--- src/rtl/mem_arbiter_if.sv ---
// Shared-memory arbiter bus: fetch requester, data requester and the memory port.
// Handshake: a requester raises *_req with stable address/data and holds it until its
// *_ready pulses for one cycle; *_err, when set, pulses in the same cycle as *_ready.
interface mem_arbiter_if;
  logic        if_req;
  logic [31:0] if_addr;
  logic [31:0] if_rdata;
  logic        if_ready;
  logic        if_err;
  logic        d_req;
  logic        d_we;
  logic [31:0] d_addr;
  logic [31:0] d_wdata;
  logic [31:0] d_rdata;
  logic        d_ready;
  logic        d_err;
  logic        mem_req;
  logic        mem_we;
  logic [29:0] mem_addr;
  logic [31:0] mem_wdata;
  logic [31:0] mem_rdata;

  modport slave (
    input  if_req, if_addr, d_req, d_we, d_addr, d_wdata, mem_rdata,
    output if_rdata, if_ready, if_err, d_rdata, d_ready, d_err,
           mem_req, mem_we, mem_addr, mem_wdata
  );

  modport master (
    output if_req, if_addr, d_req, d_we, d_addr, d_wdata, mem_rdata,
    input  if_rdata, if_ready, if_err, d_rdata, d_ready, d_err,
           mem_req, mem_we, mem_addr, mem_wdata
  );
endinterface

--- src/rtl/mem_arbiter.sv ---
// Arbitrates one fixed-latency memory port between instruction fetch and data access.
// Data wins contention unless the starve flag says fetch already lost once.
module mem_arbiter #(
  parameter int MEM_LATENCY = 2
) (
  input  logic         clk,
  input  logic         rst_n,
  mem_arbiter_if.slave bus,
  output logic [1:0]   dbg_state
);

  localparam int CW = (MEM_LATENCY > 1) ? $clog2(MEM_LATENCY) : 1;

  typedef enum logic [1:0] {
    S_IDLE = 2'd0,
    S_BUSY = 2'd1,
    S_DONE = 2'd2
  } state_e;

  state_e        state_q, state_d;
  logic [CW-1:0] cnt_q, cnt_d;
  logic          starve_q, starve_d;
  logic          gsel_q, gsel_d;
  logic          we_q, we_d;
  logic [29:0]   addr_q, addr_d;
  logic [31:0]   wdata_q, wdata_d;
  logic          mem_req_q, mem_req_d;
  logic [31:0]   if_rdata_q, if_rdata_d;
  logic [31:0]   d_rdata_q, d_rdata_d;
  logic          if_ready_q, if_ready_d;
  logic          if_err_q, if_err_d;
  logic          d_ready_q, d_ready_d;
  logic          d_err_q, d_err_d;

  logic        any_req;
  logic        grant_data;
  logic [31:0] g_addr;
  logic        g_mis;

  // gsel = 1 selects the data requester
  assign any_req    = bus.if_req | bus.d_req;
  assign grant_data = bus.d_req & (~bus.if_req | ~starve_q);
  assign g_addr     = grant_data ? bus.d_addr : bus.if_addr;
  assign g_mis      = |g_addr[1:0];

  always_ff @(posedge clk or negedge rst_n) begin
    if (!rst_n) begin
      state_q    <= S_IDLE;
      cnt_q      <= '0;
      starve_q   <= 1'b0;
      gsel_q     <= 1'b0;
      we_q       <= 1'b0;
      addr_q     <= '0;
      wdata_q    <= '0;
      mem_req_q  <= 1'b0;
      if_rdata_q <= '0;
      d_rdata_q  <= '0;
      if_ready_q <= 1'b0;
      if_err_q   <= 1'b0;
      d_ready_q  <= 1'b0;
      d_err_q    <= 1'b0;
    end else begin
      state_q    <= state_d;
      cnt_q      <= cnt_d;
      starve_q   <= starve_d;
      gsel_q     <= gsel_d;
      we_q       <= we_d;
      addr_q     <= addr_d;
      wdata_q    <= wdata_d;
      mem_req_q  <= mem_req_d;
      if_rdata_q <= if_rdata_d;
      d_rdata_q  <= d_rdata_d;
      if_ready_q <= if_ready_d;
      if_err_q   <= if_err_d;
      d_ready_q  <= d_ready_d;
      d_err_q    <= d_err_d;
    end
  end

  always_comb begin
    state_d = state_q;
    case (state_q)
      S_IDLE:  if (any_req) state_d = g_mis ? S_DONE : S_BUSY;
      S_BUSY:  if (cnt_q == '0) state_d = S_DONE;
      S_DONE:  state_d = S_IDLE;
      default: state_d = S_IDLE;
    endcase
  end

  always_comb begin
    cnt_d      = cnt_q;
    starve_d   = starve_q;
    gsel_d     = gsel_q;
    we_d       = we_q;
    addr_d     = addr_q;
    wdata_d    = wdata_q;
    mem_req_d  = mem_req_q;
    if_rdata_d = if_rdata_q;
    d_rdata_d  = d_rdata_q;
    if_ready_d = 1'b0;
    if_err_d   = 1'b0;
    d_ready_d  = 1'b0;
    d_err_d    = 1'b0;
    case (state_q)
      S_IDLE: begin
        if (any_req) begin
          gsel_d  = grant_data;
          addr_d  = g_addr[31:2];
          wdata_d = bus.d_wdata;
          we_d    = grant_data & bus.d_we;
          // data only beats a waiting fetch when starve is clear, and marks it
          if (!grant_data)     starve_d = 1'b0;
          else if (bus.if_req) starve_d = 1'b1;
          if (g_mis) begin
            d_ready_d  = grant_data;
            d_err_d    = grant_data;
            if_ready_d = ~grant_data;
            if_err_d   = ~grant_data;
          end else begin
            mem_req_d = 1'b1;
            cnt_d     = CW'(MEM_LATENCY - 1);
          end
        end
      end
      S_BUSY: begin
        if (cnt_q != '0) begin
          cnt_d = cnt_q - CW'(1);
        end else begin
          mem_req_d = 1'b0;
          if (gsel_q) begin
            if (!we_q) d_rdata_d = bus.mem_rdata;
            d_ready_d = 1'b1;
          end else begin
            if_rdata_d = bus.mem_rdata;
            if_ready_d = 1'b1;
          end
        end
      end
      default: ;
    endcase
  end

  assign bus.mem_req   = mem_req_q;
  assign bus.mem_we    = we_q;
  assign bus.mem_addr  = addr_q;
  assign bus.mem_wdata = wdata_q;
  assign bus.if_rdata  = if_rdata_q;
  assign bus.if_ready  = if_ready_q;
  assign bus.if_err    = if_err_q;
  assign bus.d_rdata   = d_rdata_q;
  assign bus.d_ready   = d_ready_q;
  assign bus.d_err     = d_err_q;
  assign dbg_state     = state_q;

endmodule

--- src/flat_wrapper.sv ---
// flat-port wrapper written by rule: the top's interface ports become plain ports
module mem_arbiter_flat 
#(
  parameter int MEM_LATENCY = 2
)
  (clk, rst_n, dbg_state, bus_if_req, bus_if_addr, bus_d_req, bus_d_we, bus_d_addr, bus_d_wdata, bus_mem_rdata, bus_if_rdata, bus_if_ready, bus_if_err, bus_d_rdata, bus_d_ready, bus_d_err, bus_mem_req, bus_mem_we, bus_mem_addr, bus_mem_wdata);
  mem_arbiter_if bus_i ();
  input  logic clk;
  input  logic rst_n;
  output logic [1:0] dbg_state;
  input wire logic [$bits(bus_i.if_req)-1:0] bus_if_req;
  input wire logic [$bits(bus_i.if_addr)-1:0] bus_if_addr;
  input wire logic [$bits(bus_i.d_req)-1:0] bus_d_req;
  input wire logic [$bits(bus_i.d_we)-1:0] bus_d_we;
  input wire logic [$bits(bus_i.d_addr)-1:0] bus_d_addr;
  input wire logic [$bits(bus_i.d_wdata)-1:0] bus_d_wdata;
  input wire logic [$bits(bus_i.mem_rdata)-1:0] bus_mem_rdata;
  output wire logic [$bits(bus_i.if_rdata)-1:0] bus_if_rdata;
  output wire logic [$bits(bus_i.if_ready)-1:0] bus_if_ready;
  output wire logic [$bits(bus_i.if_err)-1:0] bus_if_err;
  output wire logic [$bits(bus_i.d_rdata)-1:0] bus_d_rdata;
  output wire logic [$bits(bus_i.d_ready)-1:0] bus_d_ready;
  output wire logic [$bits(bus_i.d_err)-1:0] bus_d_err;
  output wire logic [$bits(bus_i.mem_req)-1:0] bus_mem_req;
  output wire logic [$bits(bus_i.mem_we)-1:0] bus_mem_we;
  output wire logic [$bits(bus_i.mem_addr)-1:0] bus_mem_addr;
  output wire logic [$bits(bus_i.mem_wdata)-1:0] bus_mem_wdata;
  assign bus_i.if_req = bus_if_req;
  assign bus_i.if_addr = bus_if_addr;
  assign bus_i.d_req = bus_d_req;
  assign bus_i.d_we = bus_d_we;
  assign bus_i.d_addr = bus_d_addr;
  assign bus_i.d_wdata = bus_d_wdata;
  assign bus_i.mem_rdata = bus_mem_rdata;
  assign bus_if_rdata = bus_i.if_rdata;
  assign bus_if_ready = bus_i.if_ready;
  assign bus_if_err = bus_i.if_err;
  assign bus_d_rdata = bus_i.d_rdata;
  assign bus_d_ready = bus_i.d_ready;
  assign bus_d_err = bus_i.d_err;
  assign bus_mem_req = bus_i.mem_req;
  assign bus_mem_we = bus_i.mem_we;
  assign bus_mem_addr = bus_i.mem_addr;
  assign bus_mem_wdata = bus_i.mem_wdata;
  mem_arbiter #(.MEM_LATENCY(MEM_LATENCY)) u_core (.clk(clk), .rst_n(rst_n), .bus(bus_i), .dbg_state(dbg_state));
endmodule
--- config.mk ---
export PLATFORM = sky130hd
export DESIGN_NAME = mem_arbiter_flat
export DESIGN_NICKNAME = d
export VERILOG_FILES = /design/src/rtl/mem_arbiter_if.sv /design/src/rtl/mem_arbiter.sv /design/src/flat_wrapper.sv
export SDC_FILE = /design/constraint.sdc
export NUM_CORES = 1
export LEC_CHECK = 0
export ABC_CLOCK_PERIOD_IN_PS = 2100
export CORE_MARGIN = 4
export CORE_UTILIZATION = 41
export CTS_CLUSTER_DIAMETER = 100
export CTS_CLUSTER_SIZE = 40
export DETAILED_ROUTE_END_ITERATION = 8
export PLACE_DENSITY = 0.91
export SLEW_MARGIN = 20
export SYNTH_ARGS = -nofsm -noshare
export SYNTH_HDL_FRONTEND = slang
export SYNTH_SLANG_ARGS = --single-unit
--- constraint.sdc ---
create_clock -name clk -period 2.1 [get_ports clk]
set_input_delay 0.42 -clock clk [delete_from_list [all_inputs] [get_ports clk]]
set_output_delay 0.42 -clock clk [all_outputs]
set_load 0.1 [all_outputs]
# == After elaboration in Yosys (flattened, before gate mapping) ==
# Index checks and enable logic that the tools add are counted.
# totals
reg_bits,137
in_bits,133
word_cells,65
# classes
n_addsub,1
eq_ne,5
n_mux,25
bitwise,10
n_reduce_logical,10
# op_table
cell,n
2-to-1 mux 32 bit,1
2-to-1 mux 1 bit,16
AND reduction 3 bit,3
one-hot mux 1 bit (2 select lines),4
AND reduction 4 bit,2
2-to-1 mux 2 bit,3
"inequality test 2 bit, second input constant",3
inverter 1 bit,6
one-hot mux 2 bit (2 select lines),1
AND reduction 2 bit,2
bitwise AND 1 bit,2
"== test 2 x 1 -> 1 bit, second input constant",1
logical NOT 2 bit,1
"inequality test 2 x 1 -> 1 bit, second input constant",1
OR 1 bit,2
nonzero test 2 bit,1
OR reduction 2 bit,1
"subtractor 1 bit, second input constant",1

# == Logic depth before layout (Yosys ltp) ==
# logic_depth
depth_word,8
ltp_mapped,6

# == Least setup slack after synthesis ==
# OpenSTA, ideal clock, no wires.
# synth_path
kind,reg-to-reg
startpoint,register u_core.state_q[0] (netlist: u_core.dbg_state[0])
endpoint,register u_core.if_rdata_q[12] (netlist: u_core.bus.if_rdata[12])
setup_ns,0.126
t_arrival_ns,2.204
path_slack_ns,-0.230
path_stages_with_launch,7
period_less_slack_ns,2.330
cell_sequence,dfrtp_1 buf_4 nor3b_4 and2b_1 buf_6 buf_12 mux2_4
# synth_via
elab_chain_len,2
# synth_rtl
item,line_no,text
"start, declared",mem_arbiter.sv:20,"state_e state_q, state_d;"
"start signal, assigned",mem_arbiter.sv:63,state_q <= state_d;
== test 2 x 1 -> 1 bit,mem_arbiter.sv:104,case (state_q)
AND reduction 3 bit (no source line),--,
"end signal, assigned",mem_arbiter.sv:71,if_rdata_q <= if_rdata_d;
"end, declared",mem_arbiter.sv:28,"logic [31:0] if_rdata_q, if_rdata_d;"
# No other way between the ends.
# A chain may end at the register's enable or synchronous reset.

# == Worst setup path after layout ==
# layout_path
startpoint,register u_core.state_q[1] (netlist: u_core.dbg_state[1])
endpoint,output dbg_state[1]
# layout_rtl
item,line_no,text
"end, declared",flat_wrapper.sv:10,output logic [1:0] dbg_state;
# No word-level cell between the ends.

==> results_dict.tcl <==
set metrics [dict create \
    firstDrtPassIters 4 \
    critical_path.slowest_cell "sky130_fd_sc_hd__dfrtp_2" \
    synth.top_cells.by_count "sky130_fd_sc_hd__dfrtp_1 (137), sky130_fd_sc_hd__mux2_2 (64), sky130_fd_sc_hd__a221o_1 (30), sky130_fd_sc_hd__nor4b_1 (30), sky130_fd_sc_hd__mux2_4 (29)" \
    regToRegSetupSlack_ns 0.27 \
    fmax_mhz 547 \
    post_cts_buffers 0 \
    fp.dieW_um 125 \
    cts_max_path_buffers 2 \
    crit_buf_inv 2 \
    routabilityCongestion 0.834 \
    syn_nets 486 \
    post_synth_instance_area_um2 5640 \
    cts_root_buffer "sky130_fd_sc_hd__clkbuf_16" \
    syn-instance-count 353 \
    route.detailed.wl_per_inst_um 19.7 \
    numClockSinks 137 \
    clk-insertion-delay-late_ns 0.41 \
    row_cnt 42 \
    grt_antenna_before_repair 0 \
    ys_dominant_reg_cell "sky130_fd_sc_hd__dfrtp_1" \
    synth.area.top_cells "sky130_fd_sc_hd__dfrtp_1 (61%), sky130_fd_sc_hd__mux2_2 (13%), sky130_fd_sc_hd__mux2_4 (7.7%), sky130_fd_sc_hd__a221o_1 (5.3%), sky130_fd_sc_hd__nor4b_1 (4.7%)" \
    number_of_top_level_pins 267 \
    fp.dieArea_um2 15700 \
    drive_gt1_frac 0.440 \
    path_delay_family "buffers and inverters" \
    finalHoldViolations 0 \
    highest_cell_delay_on_the_worst_timing_path_ns 0.39 \
    grt.overflow.total 0 \
    yosysSeqAreaShare 0.608 \
    synth-async-reset-ratio 1.00 \
    setup_tns_ns 0 \
    clock_skew_ns 0.00627 \
    regToRegEndpoint "u_core.bus.d_rdata[11]" \
    grt_pass1_wl_um 25500 \
    path_max_fanout 35 \
    die_h_um 125 \
    grt_setup_unrepaired "no" \
    final.setup.worst_slack_ns 0.273 \
    dp_worst_setup_slack_ns 0.0885 \
    core_region_area_um2 13300 \
    regToRegStartpoint "u_core.dbg_state[1]" \
    initial_core_util 0.423 \
    worst_ep_arrival_time_ns 1.41 \
    antenna-diode-count 0 \
    max-slew-margin-rel 0.667 \
    htree_levels 4 \
    timing.hold.worst.class "in2async" \
    layout-area-overhead-vs-synth_pct 56.0 \
    largest_net_degree_at_the_start_of_global_routing 70 \
    sum_of_net_half_perimeters_after_detailed_placement_um 11700 \
    report.final.slew_viol_count 0 \
    postRouteWirelength_um 16000 \
    synth_largest_type_area_fraction 0.608 \
    vias 4166 \
    critical_path.startpoint_type "flip-flop" \
    yosys_warnings 0 \
    least_margin_pin_slew_ns 0.500 \
    yosys.cell_types.count 32 \
    worst-setup-path-type "reg2out" \
    antenna_left 0 \
    clk_pin_slew_worst_paths_ns 0.06 \
    synth_area_leader_cell "sky130_fd_sc_hd__dfrtp_1" \
    post-synth-top-count-cell "sky130_fd_sc_hd__dfrtp_1" \
    layout_worst_path_cycle_share 0.870 \
    drt_initial_violations 301 \
    outcome "finished, final reports clean" \
    critPathRequiredTime_ns 1.68 \
    synth_area_per_cell_um2 16.0 \
    final_util 0.659 \
    maxCapViolCount 0 \
    cts_made_buffers 17 \
    number_of_enable_type_register_cells_in_the_synthesized_netlist 0 \
    setup_violations 0 \
    crit_chain "buf_4 -> buf_12" \
    first_global_vias 4547 \
    route.detailed.drc 0 \
    io_buffer_count 266 \
    period_needed_ns 1.83 \
    cp-end-kind "output port" \
    synth-seq-cells 137 \
    routed_via_density 5.14 \
    grt_util_all_layers 0.206 \
    final_nets 754 \
    rr_worst_depth 3 \
    cts_tree "yes" \
]
stage by stage:
| stage | instance area (µm²) | instances | hold WS, ns |
|---|---|---|---|
| 3_3_place_gp | 8150 | 777 | 0.206 |
| 5_1_grt | 8800 | 810 | 0.352 |
| 3_5_place_dp | 8150 | 777 | 0.207 |
| 2_1_floorplan | 5640 | 353 | 0.124 |
| 6_report | 8800 | 810 | 0.371 |
| 4_1_cts | 8800 | 810 | 0.337 |
state kept, by name, indices dropped and copies added (netlist names):
signal / cells
u_core.bus.d_rdata: 32
u_core.bus.if_rdata: 32
u_core.bus.mem_wdata: 32
u_core.bus.mem_addr: 30
u_core.dbg_state: 2
u_core.bus.d_err: 1
u_core.bus.d_ready: 1
u_core.bus.if_err: 1
u_core.bus.if_ready: 1
u_core.bus.mem_req: 1
u_core.bus.mem_we: 1
u_core.cnt_q: 1
u_core.gsel_q: 1
u_core.starve_q: 1
cell type report:
type	count	area [µm²]
timing repair buffer	278	2530
fill	966	4550
sequential	137	3430
clock buffer	22	494
tap	176	220
clock inverter	10	139
multi-input combinational	184	1970
inverter	3	11.3
worst reg2reg max path: stages, from the launching register on:
cell	delay, ns
sky130_fd_sc_hd__dfrtp_2	0.42
sky130_fd_sc_hd__nor3b_4	0.34
sky130_fd_sc_hd__nand3b_4	0.46
sky130_fd_sc_hd__mux2_1	0.49
repair_timing:
item / 4_1_cts / 5_1_grt
hold buffers: 1 / 0
endpoints found under the hold margin: 1 / 0
resized for setup: 0 / 0
layer usage:
metal / track usage / vias to the layer above / routed length (µm)
met2: 0.355 / 189 / 8330
met4: 0.0772 / 0 / 383
li1: - / 1870 / -
met5: 0 / - / 0
met1: 0.240 / 2077 / 6230
met3: 0.0665 / 30 / 1000
cell families after synthesis:
kind of cell	count (synthesis)	share of synthesized area
flip-flops	137	0.608
AND/OR/NAND/NOR	44	0.0657
multiplexers	98	0.215
AO/OA/AOI/OAI	42	0.0685
buffers and inverters	32	0.0435
cell usage in the layout, fill, tap and decap left out, drive strengths merged:
cell type      count
buf              146
nand3              1
clkinv             5
clkdlybuf4s50    131
nor4b             30
o21ai              4
inv                4
clkbuf            22
mux2              96
o21bai             1
and2b              1
dfrtp            137
nand3b             2
mux2i              2
o21a               1
nor2               4
o22ai              1
a21o               3
a22o               1
and3               1
nor4               1
clkinvlp           1
nand2              1
a221o             30
a21bo              1
nand2b             1
nor3               1
nor3b              1
dlygate4sd3        1
bufinv             3
worst max-delay path by stage:
stage                             start                      end  slack (ns)  cells after the start
floorplan           u_core.dbg_state[0]  u_core.bus.if_rdata[12]        0.06                      6
global placement             bus_if_req      u_core.dbg_state[0]        0.18                      5
detailed placement           bus_if_req             u_core.cnt_q        0.09                      5
CTS                 u_core.dbg_state[1]   u_core.bus.d_rdata[11]        0.25                      3
global route        u_core.dbg_state[1]   u_core.bus.d_rdata[11]        0.17                      3
finish              u_core.dbg_state[1]             dbg_state[1]        0.27                      2
Power is left out: the tool's default activity adds up to more than one toggle a clock period on the data nets, which glitch-free logic cannot reach.
